[src/rtl/sr_bank_controller.sv]
`default_nettype none
// ============================================================================
// Module      : sr_bank_controller
// Description : Round-robin shared access to a bank of enable-gated SR
//               flip-flops. Four requesters compete for access. Each granted
//               operation pulses one cell for one clock, samples its Q and
//               returns a one-cycle ack with read data. S and R are never
//               both high at any cell.
// Revision    : 1.0 - initial release
// ============================================================================
module sr_bank_controller #(
  parameter int NUM_CELLS = 8,
  parameter int ADDR_W    = 3
) (
  input  logic                 clock,
  input  logic                 reset,
  input  logic [3:0]           req,
  input  logic [7:0]           req_op,
  input  logic [4*ADDR_W-1:0]  req_addr,
  output logic [3:0]           ack,
  output logic                 rd_data,
  output logic                 err,
  output logic                 busy,
  output logic [NUM_CELLS-1:0] cell_s,
  output logic [NUM_CELLS-1:0] cell_r,
  output logic [NUM_CELLS-1:0] cell_e,
  input  logic [NUM_CELLS-1:0] cell_q
);

  // Full address span; cell vectors are widened to it so that any address,
  // including out-of-range ones, indexes a real bit.
  localparam int c_span = 2**ADDR_W;

  localparam logic [ADDR_W:0] c_num_cells = (ADDR_W+1)'(NUM_CELLS);

  localparam logic [1:0] c_st_idle   = 2'd0;
  localparam logic [1:0] c_st_exec   = 2'd1;
  localparam logic [1:0] c_st_sample = 2'd2;
  localparam logic [1:0] c_st_ack    = 2'd3;

  localparam logic [1:0] c_op_read   = 2'b00;
  localparam logic [1:0] c_op_set    = 2'b01;
  localparam logic [1:0] c_op_clear  = 2'b10;
  localparam logic [1:0] c_op_toggle = 2'b11;

  logic [1:0]        r_state;
  logic [1:0]        w_state_nxt;
  logic [1:0]        r_ptr;
  logic [1:0]        r_winner;
  logic [1:0]        r_op;
  logic [ADDR_W-1:0] r_addr;
  logic              r_rd_hold;

  logic              w_win_valid;
  logic [1:0]        w_win_idx;
  logic [1:0]        w_win_op;
  logic [ADDR_W-1:0] w_win_addr;
  logic              w_addr_ok;

  logic [c_span-1:0] w_q_pad;
  logic              w_q_sel;
  logic [c_span-1:0] w_s_pad;
  logic [c_span-1:0] w_r_pad;
  logic [c_span-1:0] w_e_pad;

  assign w_q_pad   = c_span'(cell_q);
  assign w_q_sel   = w_q_pad[r_addr];
  assign w_addr_ok = ({1'b0, r_addr} < c_num_cells);

  assign cell_s = w_s_pad[NUM_CELLS-1:0];
  assign cell_r = w_r_pad[NUM_CELLS-1:0];
  assign cell_e = w_e_pad[NUM_CELLS-1:0];

  // Round-robin winner search from r_ptr upward; walking offsets from high to
  // low lets the closest requester overwrite any farther candidate.
  always_comb begin
    w_win_valid = 1'b0;
    w_win_idx   = r_ptr;
    for (int k = 3; k >= 0; k--) begin
      if (req[r_ptr + 2'(k)]) begin
        w_win_valid = 1'b1;
        w_win_idx   = r_ptr + 2'(k);
      end
    end
    w_win_op   = c_op_read;
    w_win_addr = '0;
    for (int i = 0; i < 4; i++) begin
      if (w_win_idx == 2'(i)) begin
        w_win_op   = req_op[2*i +: 2];
        w_win_addr = req_addr[ADDR_W*i +: ADDR_W];
      end
    end
  end

  // State register.
  always_ff @(posedge clock or posedge reset) begin
    if (reset) begin
      r_state <= c_st_idle;
    end else begin
      r_state <= w_state_nxt;
    end
  end

  // Next-state logic: fixed four-cycle walk once a request is granted.
  always_comb begin
    w_state_nxt = r_state;
    case (r_state)
      c_st_idle:   if (w_win_valid) w_state_nxt = c_st_exec;
      c_st_exec:   w_state_nxt = c_st_sample;
      c_st_sample: w_state_nxt = c_st_ack;
      c_st_ack:    w_state_nxt = c_st_idle;
      default:     w_state_nxt = c_st_idle;
    endcase
  end

  // Grant latch, read-data capture and round-robin pointer update.
  always_ff @(posedge clock or posedge reset) begin
    if (reset) begin
      r_ptr     <= 2'd0;
      r_winner  <= 2'd0;
      r_op      <= c_op_read;
      r_addr    <= '0;
      r_rd_hold <= 1'b0;
    end else begin
      if (r_state == c_st_idle && w_win_valid) begin
        r_winner <= w_win_idx;
        r_op     <= w_win_op;
        r_addr   <= w_win_addr;
      end
      if (r_state == c_st_sample) begin
        r_rd_hold <= w_q_sel & w_addr_ok;
      end
      if (r_state == c_st_ack) begin
        r_ptr <= r_winner + 2'd1;
      end
    end
  end

  // Outputs: cell strobes only in EXEC, handshake only in ACK.
  always_comb begin
    w_s_pad = '0;
    w_r_pad = '0;
    w_e_pad = '0;
    ack     = 4'b0000;
    err     = 1'b0;
    rd_data = 1'b0;
    busy    = (r_state != c_st_idle);
    case (r_state)
      c_st_exec: begin
        if (w_addr_ok) begin
          case (r_op)
            c_op_set: begin
              w_e_pad[r_addr] = 1'b1;
              w_s_pad[r_addr] = 1'b1;
            end
            c_op_clear: begin
              w_e_pad[r_addr] = 1'b1;
              w_r_pad[r_addr] = 1'b1;
            end
            c_op_toggle: begin
              // S and R are complements of the same bit, so never both high.
              w_e_pad[r_addr] = 1'b1;
              w_s_pad[r_addr] = ~w_q_sel;
              w_r_pad[r_addr] = w_q_sel;
            end
            default: ;
          endcase
        end
      end
      c_st_ack: begin
        ack[r_winner] = 1'b1;
        err           = ~w_addr_ok;
        rd_data       = r_rd_hold & w_addr_ok;
      end
      default: ;
    endcase
  end

endmodule
`default_nettype wire

[config.mk]
export PLATFORM = sky130hd
export DESIGN_NAME = sr_bank_controller
export DESIGN_NICKNAME = d
export VERILOG_FILES = /design/src/rtl/sr_bank_controller.sv
export SDC_FILE = /design/constraint.sdc
export NUM_CORES = 1
export LEC_CHECK = 0
export BUFFER_PORTS_ARGS = -buffer_cell sky130_fd_sc_hd__buf_2
export CAP_MARGIN = 40
export CORE_ASPECT_RATIO = 1.75
export CORE_MARGIN = 2
export CORE_UTILIZATION = 47
export DETAILED_ROUTE_END_ITERATION = 10
export GPL_TIMING_DRIVEN = 0
export PLACE_DENSITY_LB_ADDON = 0.08
export REMOVE_ABC_BUFFERS = 1
export SETUP_SLACK_MARGIN = 0.4
export SLEW_MARGIN = 20
export SYNTH_ARGS = -nofsm -noshare
export SYNTH_HDL_FRONTEND = slang
export SYNTH_SLANG_ARGS = --single-unit
export TNS_END_PERCENT = 1
[constraint.sdc]
create_clock -name clock -period 3.1 [get_ports clock]
set_input_delay 0.31 -clock clock [delete_from_list [all_inputs] [get_ports clock]]
set_output_delay 0.31 -clock clock [all_outputs]
set_load 0.01 [all_outputs]
# Word-level counts from Yosys, hierarchy flattened
# Index checks and enable logic that the tools add are counted.
# word_totals
ff_bits,12
in_bits,34
out_inout_bits,31
# classes
n_addsub,4
order_cmp,8
eq_ne,10
mux,40
n_bitwise,3
reduce_logical,7
# op_table
operator,count
2-to-1 mux 8 bit,4
one-hot mux 8 bit (2 select lines),2
2-to-1 mux 2 bit,9
AND 8 bit,2
"< comparator 2 x 3 -> 1 bit, second input constant",5
"== test 2 bit, second input constant",6
2-to-1 mux 1 bit,12
2-to-1 mux 3 bit,4
binary-select mux 1 bit (select 2 bit),4
one-hot mux 2 bit (4 select lines),1
"== test 2 x 1 -> 1 bit, second input constant",3
"adder 2 x 1 -> 2 bit, second input constant",2
"adder 2 bit, second input constant",2
logical NOT 2 bit,2
"< comparator 3 x 4 -> 1 bit, second input constant",1
2-to-1 mux 4 bit,1
binary-select mux 1 bit (select 3 bit),1
demux 1 bit (select 3 bit),1
">= comparator 3 x 1 -> 1 bit, second input constant",1
logical AND 1 bit,3
OR reduction 3 bit,1
demux 1 bit (select 2 bit),1
">= comparator 2 x 1 -> 1 bit, second input constant",1
"!= test 2 bit, second input constant",1
other kinds (2),2

# Longest topological paths before layout
# Gate-level depths: netlist of the first run.
# depth
word_depth,12
ltp_mapped,7
depth_no_buf,5

# Least setup slack after synthesis of the first run
# Ideal clock, no wire load.
# synth_path
path_type,reg2out
from,register r_addr[0]
to,output port cell_r[6]
arrival_time_ns,1.518
t_required_ns,2.790
slack_ns,1.272
path_stages_with_launch,6
n_path_buf,0
path_cell_list,dfrtp_1 -> or3b_1 -> a21oi_1 -> nor3_1 -> a21o_1 -> nor3_1
# synth_between
elab_chain_cells,7
# synth_lines
element,line_no,rtl
from (decl),51,logic [ADDR_W-1:0] r_addr;
from (signal assigned),128,r_addr <= w_win_addr;
< comparator 3 x 4 -> 1 bit (not written as such) or >= comparator 3 x 1 -> 1 bit (tied branches),"158, 164",
logical AND 1 bit (not written as such),"158, 164",
2-to-1 mux 1 bit (not written as such),"158, 164",
demux 1 bit (select 3 bit),"158, 164",
AND 8 bit (no line),--,
one-hot mux 8 bit (2 select lines) *,151,case (r_op)
2-to-1 mux 8 bit *,148,case (r_state)
to (decl),25,"output logic [NUM_CELLS-1:0] cell_r,"
# Every way passes the cells marked *; elsewhere a longest branch is shown, timed or not. The select of a mux whose other input is x is not followed.

# Final worst setup path of the first run
# Same ends and word-level chain as after synthesis.

==> results of run 1 <==
-- synth_stat cells, types with 2 or more instances --
| library cell | number | area share |
|---|---|---|
| nor2b_1 | 2 | 0.011 |
| nand3b_1 | 4 | 0.026 |
| clkbuf_1 | 3 | 0.0097 |
| and2_1 | 5 | 0.027 |
| a21oi_1 | 4 | 0.017 |
| or3b_1 | 2 | 0.015 |
| mux2i_1 | 12 | 0.10 |
| o221ai_2 | 5 | 0.065 |
| dfrtp_1 | 12 | 0.26 |
| mux2_2 | 3 | 0.029 |
| nor3_1 | 5 | 0.022 |
| nand3_1 | 2 | 0.0087 |
| nand2b_1 | 3 | 0.016 |
| ha_1 | 9 | 0.097 |
| o21ai_0 | 3 | 0.013 |
| inv_1 | 8 | 0.026 |
| buf_2 | 2 | 0.0087 |
| nor2_1 | 24 | 0.078 |
| o21ai_1 | 3 | 0.013 |
| nand2_1 | 12 | 0.039 |
-- final cells by class --
class	instances	area [µm²]	area share
flip-flops and latches	12	300.3	0.2002
well taps	25	31.28	0.02085
clock buffers	3	41.29	0.02752
repair buffers	63	315.3	0.2102
multi-input cells	112	782.0	0.5213
inverters	8	30.03	0.02002
-- through the flow --
step / utilization / std cells / hold WS [ps]
global route: 0.6516 / 223 / 128.7
floorplan: - / 132 / 174.7
CTS: 0.6495 / 223 / 96.71
finish: 0.6516 / 223 / 78.74
detailed placement: 0.6315 / 220 / 341.7
global placement: 0.6315 / 220 / 332.8
-- metal layers --
metal	wire length, µm	up-vias	GRT usage	part of all wire
met5	0	-	0	0
met4	16	0	0.06452	0.0057
met3	186	2	0.03125	0.066
met2	1580	44	0.4063	0.56
met1	1016	531	0.2029	0.36
li1	-	593	-	-
-- worst paths after layout --
path / start / slack [ps] / end / depth (start not counted)
hold / removal: reset / 80 / r_state[0] / 2
min in group clock: req_op[0] / 400 / r_op[0] / 3
setup reg to reg: r_ptr[1] / 1190 / r_addr[1] / 5
hold reg to reg: r_rd_hold / 540 / r_rd_hold / 2
max in group asynchronous: reset / 2710 / r_addr[2] / 2
setup / recovery: r_addr[0] / 720 / cell_r[6] / 6
-- sequential cells by signal (all words and copies together) (netlist names) --
signal	count
r_state	2
r_rd_hold	1
r_ptr	2
r_winner	2
r_addr	3
r_op	2
-- critical path: cells and delay by family (launching register included) --
kind | cells | cell delay [ps]
and+or+nand+nor | 3 | 700
DFF | 1 | 540
AOI/OAI and AO/OA | 2 | 450
buffers and inverters | 1 | 160
-- logic make-up (layout without fill, tap and decap cells) --
group / Yosys count / in the layout / synth area share
muxes: 15 / 15 / 0.1331
AOI/OAI and AO/OA: 20 / 20 / 0.1450
adders and majority gates: 9 / 9 / 0.09740
buffers and inverters: 15 / 74 / 0.06819
DFF: 12 / 12 / 0.2597
and+or+nand+nor: 67 / 67 / 0.2933
other: 1 / 1 / 0.003244
-- power groups by stage --
stage | Combinational [mW] | Sequential (mW) | Clock (mW)
2_1_floorplan | 0.512 | 0.329 | 0
6_report | 0.669 | 0.366 | 0.132
3_3_place_gp | 0.650 | 0.357 | 0
4_1_cts | 0.676 | 0.366 | 0.137
5_1_grt | 0.750 | 0.386 | 0.145
3_5_place_dp | 0.674 | 0.368 | 0
==> flow_summary.toml, run 1 <==
[drt]
drtAntennaViolNets = 0
vias_per_cell = 5.247
drtPass1Iterations = 4
vias = 1170
drc = 0
routed_wl_mm = 2.799
wire_per_inst_um = 12.55
drtIter0Drc = 13

[worst_setup_path]
criticalPathCategory = "register to output pin"
crit_chain = "or3b_1 -> a21oi_1 -> nor3_2 -> a21o_1 -> nor3_1 -> buf_2"
cp-start-kind = "register"
cpMaxStageDelayCell = "dfrtp_1"
critPathRequiredTime_ps = 2790
setup.worst_path.end_class = "output pin"
crit_fanout = 15
cpPeakStageDelay_ps = 540
crit_arrival_ps = 2070

[final_layout]
fin_area_mm2 = 0.001500
fillers = 206
most-common-layout-cells = "63 x buf_2, 24 x nor2_1, 12 x nand2_1, 12 x mux2i_1, 12 x dfrtp_1"
nNetsFinal = 243
diodes = 0
drive_above_1_share = 0.3990
syn_to_final_growth_pct = 29.76
final_common_cell = "buf_2"

[synthesis]
synth_ff_type = "dfrtp_1"
yosysSeqAreaShare = 0.2597
yosysWarnings = 0
synth_cells = 139
ys_ff_latch = 12
synth.distinct_cells = 36
netlist_area_mm2 = 0.001156
synthArstFlopShare = 1.000
synth_edf_count = 0
avgSynthCellArea_um2 = 8.317

[global_route]
grt-ovfl-total = 0
antenna_found_initial = 0
grt_max_degree = 16
grt_pass1_vias = 1189
grt_pass1_wl_mm = 4.899
grtUsageTotal = 0.2042

[power_and_ir_drop]
p_clk_frac = 0.113
total_power_mw = 1.167
ir_drop_v = 0.0005385
internal_power_uw = 625.1
p_leak_nw = 0.8064
netSwitchingPower_uw = 541.8
seqPwrFrac = 0.313
p_per_area_mw_per_mm2 = 777.8
netSwitchingFraction = 0.4643
pwr-share-comb = 0.574

[clock_network]
cts_buffers = 3
cts_tree = "yes"
cts.path.max_buffers = 2
cts_resized = 0
clock-root-buffer = "clkbuf_8"
clock-sinks = 12
hold_buffers = 0
postCtsSetupBuffers = 0
cts.clk_slew.worst_paths_ps = 50
clk_latency_ps = 230
cts_htree_levels = 1

[sta]
clock_skew_ps = 0.7070
tightestPinTransition_ps = 562.6
relSlewSlack = 0.6225
tns_ps = 0
period_share = 0.7682
hold_viol_final = 0
setup_slack_ps = 718.5
drv_slew = 0
min_period_ps = 2381
timing.fmax_mhz = 419.9
setup_viol = 0
rsz0062_at_grt = "false"

[die]
core_area_mm2 = 0.002302
rows = 23
io_pins = 65
die_h_um = 69.61
start_util = 0.5022
fp.dieW_um = 41.49
dieArea_mm2 = 0.002888

[hold_path]
hold_class = "input pin to async pin"

[place]
globalplace.congestion = 0.8055
hpwl_mm = 2.327
portBuffers = 63
dp_slack_ps = 790.6
place_area_mm2 = 0.001454

[status]
status = "finished clean"

[job]
maxCapViolations = 0
(Power assumes the default switching activity.)
==> run 2, diff against run 1 <==
--- a/config.mk
+++ b/config.mk
@@ -9,7 +9,7 @@
 export CAP_MARGIN = 40
 export CORE_ASPECT_RATIO = 1.75
 export CORE_MARGIN = 2
-export CORE_UTILIZATION = 47
+export CORE_UTILIZATION = 44
 export DETAILED_ROUTE_END_ITERATION = 10
 export GPL_TIMING_DRIVEN = 0
 export PLACE_DENSITY_LB_ADDON = 0.08
==> constraint.sdc (replaced) <==
create_clock -name clock -period 2.5 [get_ports clock]
set_input_delay 0.25 -clock clock [delete_from_list [all_inputs] [get_ports clock]]
set_output_delay 0.25 -clock clock [all_outputs]
set_load 0.01 [all_outputs]
==> run 2 against run 1 <==
Compared with the run above: final cell count rose by 4.5%; utilization fell by 1.1 points; register-to-register slack lost 560 ps; non-clock buffer count grew 8; die area rose by 6.3%; critical path type unchanged; sequential cell count stayed put; design area grew 6.5%; critical path depth stayed put; largest power group unchanged; clock-buffer cell count increased by 1; clock skew about the same; sequential share of layout area decreased by 0.99 points.
==> flow_summary.toml, run 2 (same netlist as run 1, synthesis figures left out) <==
[status]
status = "finished clean"

[clock_network]
clk_latency_ps = 240
cts.clk_slew.worst_paths_ps = 50
cts.path.max_buffers = 2
clock-root-buffer = "clkbuf_8"
cts_buffers = 3
cts_tree = "yes"
clock-sinks = 12
cts_htree_levels = 1

[sta]
tightestPinTransition_ps = 558.2
hold_viol_final = 0
drv_slew = 0
tns_ps = 0
setup_viol = 0
timing.fmax_mhz = 474.9
relSlewSlack = 0.6254
clock_skew_ps = 0.6900
min_period_ps = 2106
rsz0062_at_grt = "true"
period_share = 0.8423

[worst_setup_path]
crit_arrival_ps = 1860
crit_fanout = 8
setup.worst_path.end_class = "output pin"
criticalPathCategory = "register to output pin"
cp-start-kind = "register"
critPathRequiredTime_ps = 2250

[drt]
drtPass1Iterations = 4
drc = 0
vias_per_cell = 5.167
drtAntennaViolNets = 0
wire_per_inst_um = 12.32
vias = 1204
routed_wl_mm = 2.870
drtIter0Drc = 12

[final_layout]
nNetsFinal = 251
diodes = 0
fillers = 243
largest_reg_flops = 3
regMostFlops = "r_addr"
fin_area_mm2 = 0.001598
drive_above_1_share = 0.4589
final_common_cell = "buf_2"
syn_to_final_growth_pct = 38.20
most-common-layout-cells = "63 x buf_2, 24 x nor2_1, 12 x nand2_1, 12 x mux2i_1"

[global_route]
grt_pass1_wl_mm = 4.788
grt-ovfl-total = 0
grt_pass1_vias = 1180
grt_max_degree = 13
grtUsageTotal = 0.1985
antenna_found_initial = 0

[die]
fp.dieW_um = 42.75
io_pins = 65
dieArea_mm2 = 0.003070
core_area_mm2 = 0.002492
rows = 24
start_util = 0.4639
die_h_um = 71.81

[place]
place_area_mm2 = 0.001455
portBuffers = 63
hpwl_mm = 2.380
globalplace.congestion = 0.7535

[job]
maxCapViolations = 0

[power_and_ir_drop]
p_leak_nw = 0.8517
ir_drop_v = 0.0005686
p_per_area_mw_per_mm2 = 1012

[hold_path]
hold_class = "input pin to async pin"
-- run 2: final cells by class --
cell class	count	area (µm²)	share of cell area
clock buffer	4	55.05	0.03446
inverter	8	30.03	0.01879
multi-input combinational	112	797.0	0.4988
sequential	12	304.0	0.1903
tap	26	32.53	0.02036
timing repair buffer	71	379.1	0.2373
-- run 2: path summary, 6_finish.rpt --
check,startpoint,endpoint,slack (ps),cells past startpoint
worst max-delay path,r_addr[0],cell_r[6],390,6
min in group clock,req_addr[1],r_addr[1],330,3
worst min-delay path,reset,r_state[1],6,2
worst min register to register,r_rd_hold,r_rd_hold,530,2
max in group asynchronous,reset,r_addr[1],2160,2
worst max register to register,r_ptr[1],r_op[0],630,5
-- run 2: power by group --
part	leakage [nW]	switching [mW]	total (mW)	internal, mW
combinational	0.683	0.536	0.995	0.459
clock	0.0288	0.0704	0.209	0.139
sequential	0.140	0.111	0.413	0.302
total	0.852	0.718	1.62	0.900
-- run 2: through the flow --
| stage | setup slack [ps] | hold WS, ps | cells | utilization | power, mW |
|---|---|---|---|---|---|
| after CTS | 385.9 | 22.32 | 232 | 0.6360 | 1.626 |
| after detailed placement | 209.8 | 278.5 | 221 | 0.5838 | 1.303 |
| after floorplan | 629.9 | 114.7 | 132 | - | 1.043 |
| final | 394.4 | 6.191 | 233 | 0.6411 | 1.618 |
| after global placement | 315.6 | 266.3 | 221 | 0.5838 | 1.259 |
| after global routing | 299.6 | 58.31 | 233 | 0.6411 | 1.767 |
-- run 2: timing repair --
action                                  CTS  global route
buffers inserted                          7             1
gates resized for setup                   8             1
endpoints found under the setup margin   16            16
hold buffers                              0             0
pin swaps                                 4             1
-- run 2: critical path, cell delays in order (launching register included) --
cell     delay, ps
dfrtp_2        430
or3b_1         400
a21oi_2        160
nor3_2          80
a21o_2         290
nor3_2         110
buf_2          150
-- run 2: routing by layer --
layer / wire [µm] / vias to the layer above / track usage
li1: - / 611 / -
met1: 1042 / 531 / 0.2060
met2: 1550 / 54 / 0.3855
met3: 197 / 8 / 0.01763
met4: 79 / 0 / 0.08333
met5: 0 / - / 0
==> run 3, diff against run 2 <==
--- a/config.mk
+++ b/config.mk
@@ -5,11 +5,12 @@
 export SDC_FILE = /design/constraint.sdc
 export NUM_CORES = 1
 export LEC_CHECK = 0
+export ABC_AREA = 1
 export BUFFER_PORTS_ARGS = -buffer_cell sky130_fd_sc_hd__buf_2
 export CAP_MARGIN = 40
 export CORE_ASPECT_RATIO = 1.75
 export CORE_MARGIN = 2
-export CORE_UTILIZATION = 44
+export CORE_UTILIZATION = 46
 export DETAILED_ROUTE_END_ITERATION = 10
 export GPL_TIMING_DRIVEN = 0
 export PLACE_DENSITY_LB_ADDON = 0.08
==> constraint.sdc (replaced) <==
create_clock -name clock -period 1.98 [get_ports clock]
set_input_delay 0.198 -clock clock [delete_from_list [all_inputs] [get_ports clock]]
set_output_delay 0.198 -clock clock [all_outputs]
set_load 0.01 [all_outputs]
==> run 3 against run 2 <==
Compared with the run above: the run now ends with negative setup slack left; worst setup slack got worse by 490 ps; critical path depth rose by 2; routed wire length up 44%; clock skew is 0.97 ps higher; final cell count grew 39%; non-clock buffer count increased by 1; combinational power rose to 2.6 times the previous value; sequential share of layout area shrank 3.8 points; clock power increased by 30%; worst hold slack better by 270 ps; power rose by 120%; register-to-register slack worse by 520 ps; highest routed layer unchanged.
==> flow_summary.toml, run 3 <==
[status]
status = "finished with violations"
violations = "negative setup slack"

[global_route]
grtUsageTotal = 0.2335
grt-ovfl-total = 0
grt_pass1_vias = 1416
antenna_found_initial = 0
grt_pass1_wl_mm = 5.858
grt_max_degree = 13

[synthesis]
ys_ff_latch = 12
synth_cells = 228
avgSynthCellArea_um2 = 5.790
synth.distinct_cells = 24
synthTopCellsByArea = "dfrtp_1 23%, nand2_1 17%, inv_1 11%, nor2_1 11%, ha_1 8.5%"
synth_ff_type = "dfrtp_1"
yosysSeqAreaShare = 0.2275
synth_largest_area_cell = "dfrtp_1"
synthMostInstantiatedCell = "nand2_1"
synthArstFlopShare = 1.000
netlist.area_leader.share = 0.2275
yosysWarnings = 0
netlist_area_mm2 = 0.001320
synth_edf_count = 0
synth_common_cells = "61 x nand2_1, 39 x inv_1, 38 x nor2_1"

[drt]
vias_per_cell = 5.037
wire_per_inst_um = 12.80
routed_wl_mm = 4.147
drc = 0
vias = 1632
drtIter0Drc = 43
drtPass1Iterations = 4
drtAntennaViolNets = 0

[power_and_ir_drop]
internal_power_mw = 1.508
seqPwrFrac = 0.177
p_leak_nw = 1.177
p_clk_frac = 0.078
p_per_area_mw_per_mm2 = 1726
netSwitchingFraction = 0.5669
ir_drop_v = 0.0009907
netSwitchingPower_mw = 1.974
pwr-share-comb = 0.745

[sta]
timing.fmax_mhz = 482.5
hold_viol_final = 0
drv_slew = 0
rsz0062_at_grt = "true"
setup_viol = 16
period_share = 1.047
clock_skew_ps = 1.658
setup_slack_ps = -92.34
min_period_ps = 2072

[die]
start_util = 0.4851
fp.dieW_um = 44.50
die_h_um = 74.87
dieArea_mm2 = 0.003331
core_area_mm2 = 0.002721
io_pins = 65
rows = 25

[final_layout]
regMostFlops = "r_addr"
finalNonFillerCells = 324
largest_reg_flops = 3
fillers = 257
drive_above_1_share = 0.4579
nNetsFinal = 341
most-common-layout-cells = "63 x buf_2, 44 x nand2_1, 38 x nor2_1"
final_common_cell = "buf_2"
diodes = 0
multi_input_area_mm2 = 0.001049
syn_to_final_growth_pct = 52.80
seqCellArea_um2 = 306.5

[place]
dp_slack_ps = -113.9
globalplace.congestion = 0.7548
portBuffers = 63
hpwl_mm = 2.698
dp_cells = 311

[clock_network]
cts.path.max_buffers = 2
cts_tree = "yes"
cts.clk_slew.worst_paths_ps = 60
cts_htree_levels = 1
clk_latency_ps = 240
clock-root-buffer = "clkbuf_8"
cts_buffers = 3
clock-sinks = 12

[worst_setup_path]
cp_num_buf_inv = 2
crit_arrival_ps = 1870
crit_fanout = 8
criticalPathCategory = "register to output pin"
cpPeakStageDelay_ps = 450
crit_top_cell = "nor2_1"
critPathRequiredTime_ps = 1780
crit_chain = "buf_6 -> nand3_4 -> o22ai_2 -> nor2_1 -> nand4_1 -> o211ai_4 -> nor2_1 -> buf_2"
cpMaxStageDelayCell = "dfrtp_2"
rrSetupSlack_ps = 110
cp-start-kind = "register"
crit_family = "simple AND/OR/NAND/NOR gates"
setup.worst_path.end_class = "output pin"

[job]
maxCapViolations = 0

[hold_path]
hold_class = "input pin to register"
-- run 3: cell count changes after synthesis, moves of 7 or more --
| cell | before | now |
|---|---|---|
| nand3_1 | 2 | 20 |
| nor2_1 | 24 | 38 |
| mux2i_1 | 12 | 0 |
| nand2_1 | 12 | 61 |
| a21oi_1 | 4 | 11 |
| inv_1 | 8 | 39 |
-- run 3: cells by family (layout without fill, tap and decap cells) --
family / Yosys count / count (layout) / share of synthesized area
compound gates: 23 / 23 / 0.09762
fa+ha+maj: 9 / 9 / 0.08531
buf+inv: 52 / 121 / 0.1706
flops: 12 / 12 / 0.2275
mux: 1 / 1 / 0.008530
other cells: 1 / 1 / 0.002841
simple gates: 130 / 130 / 0.4076
-- run 3: worst min-delay path: stages --
cell	delay, ps
buf_2	100
inv_1	40
nand2_1	40
nand2_1	60
a21oi_1	50
-- run 3: worst paths after layout --
check	start	endpoint	depth (start not counted)
worst max-delay path	r_addr[2]	cell_r[4]	8
worst min-delay path	req_op[1]	r_op[1]	5
worst max register to register	r_ptr[0]	r_addr[1]	11
worst min register to register	r_rd_hold	r_rd_hold	1
max in group asynchronous	reset	r_ptr[1]	3
min in group asynchronous	reset	r_rd_hold	3
-- run 3: cell type report --
class                           instances  area share
Inverter                               45     0.09119
Timing Repair Buffer                   72      0.1929
Sequential cell                        12      0.1520
Tap cell                               27     0.01675
Multi-Input combinational cell        164      0.5199
Clock buffer                            4     0.02730
-- run 3: routing by layer --
metal | up-vias | track usage | wire (µm)
met5 | - | 0 | 0
met4 | 0 | 0.08081 | 48
met3 | 6 | 0.02398 | 83
met2 | 33 | 0.4622 | 2464
met1 | 762 | 0.2407 | 1550
li1 | 831 | - | -
-- run 3: power groups by stage --
stage	sequential, mW	clock (mW)	combinational, mW
CTS	0.577	0.273	2.24
global placement	0.553	0	1.80
finish	0.618	0.271	2.59
detailed placement	0.552	0	1.82
global route	0.633	0.291	2.86
floorplan	0.508	0	1.40
-- run 3: through the flow --
| stage | hold WS, ps | area, µm² | TNS (ps) | util | power, mW |
|---|---|---|---|---|---|
| detailed placement | 237.7 | 1618 | -479.0 | 0.5945 | 2.376 |
| global route | 283.7 | 2017 | -2559 | 0.7411 | 3.783 |
| floorplan | 62.70 | 1269 | 0 | - | 1.905 |
| global placement | 241.1 | 1618 | -494.9 | 0.5945 | 2.351 |
| finish | 276.6 | 2017 | -834.1 | 0.7411 | 3.481 |
| CTS | 278.4 | 1879 | -893.6 | 0.6906 | 3.086 |
-- run 3: timing repair --
item,4_1_cts,5_1_grt
resized for setup,41,31
hold endpoints to repair,12,0
hold buffers,1,0
pin swaps,25,18
setup endpoints to repair,32,34
buffers inserted,6,2
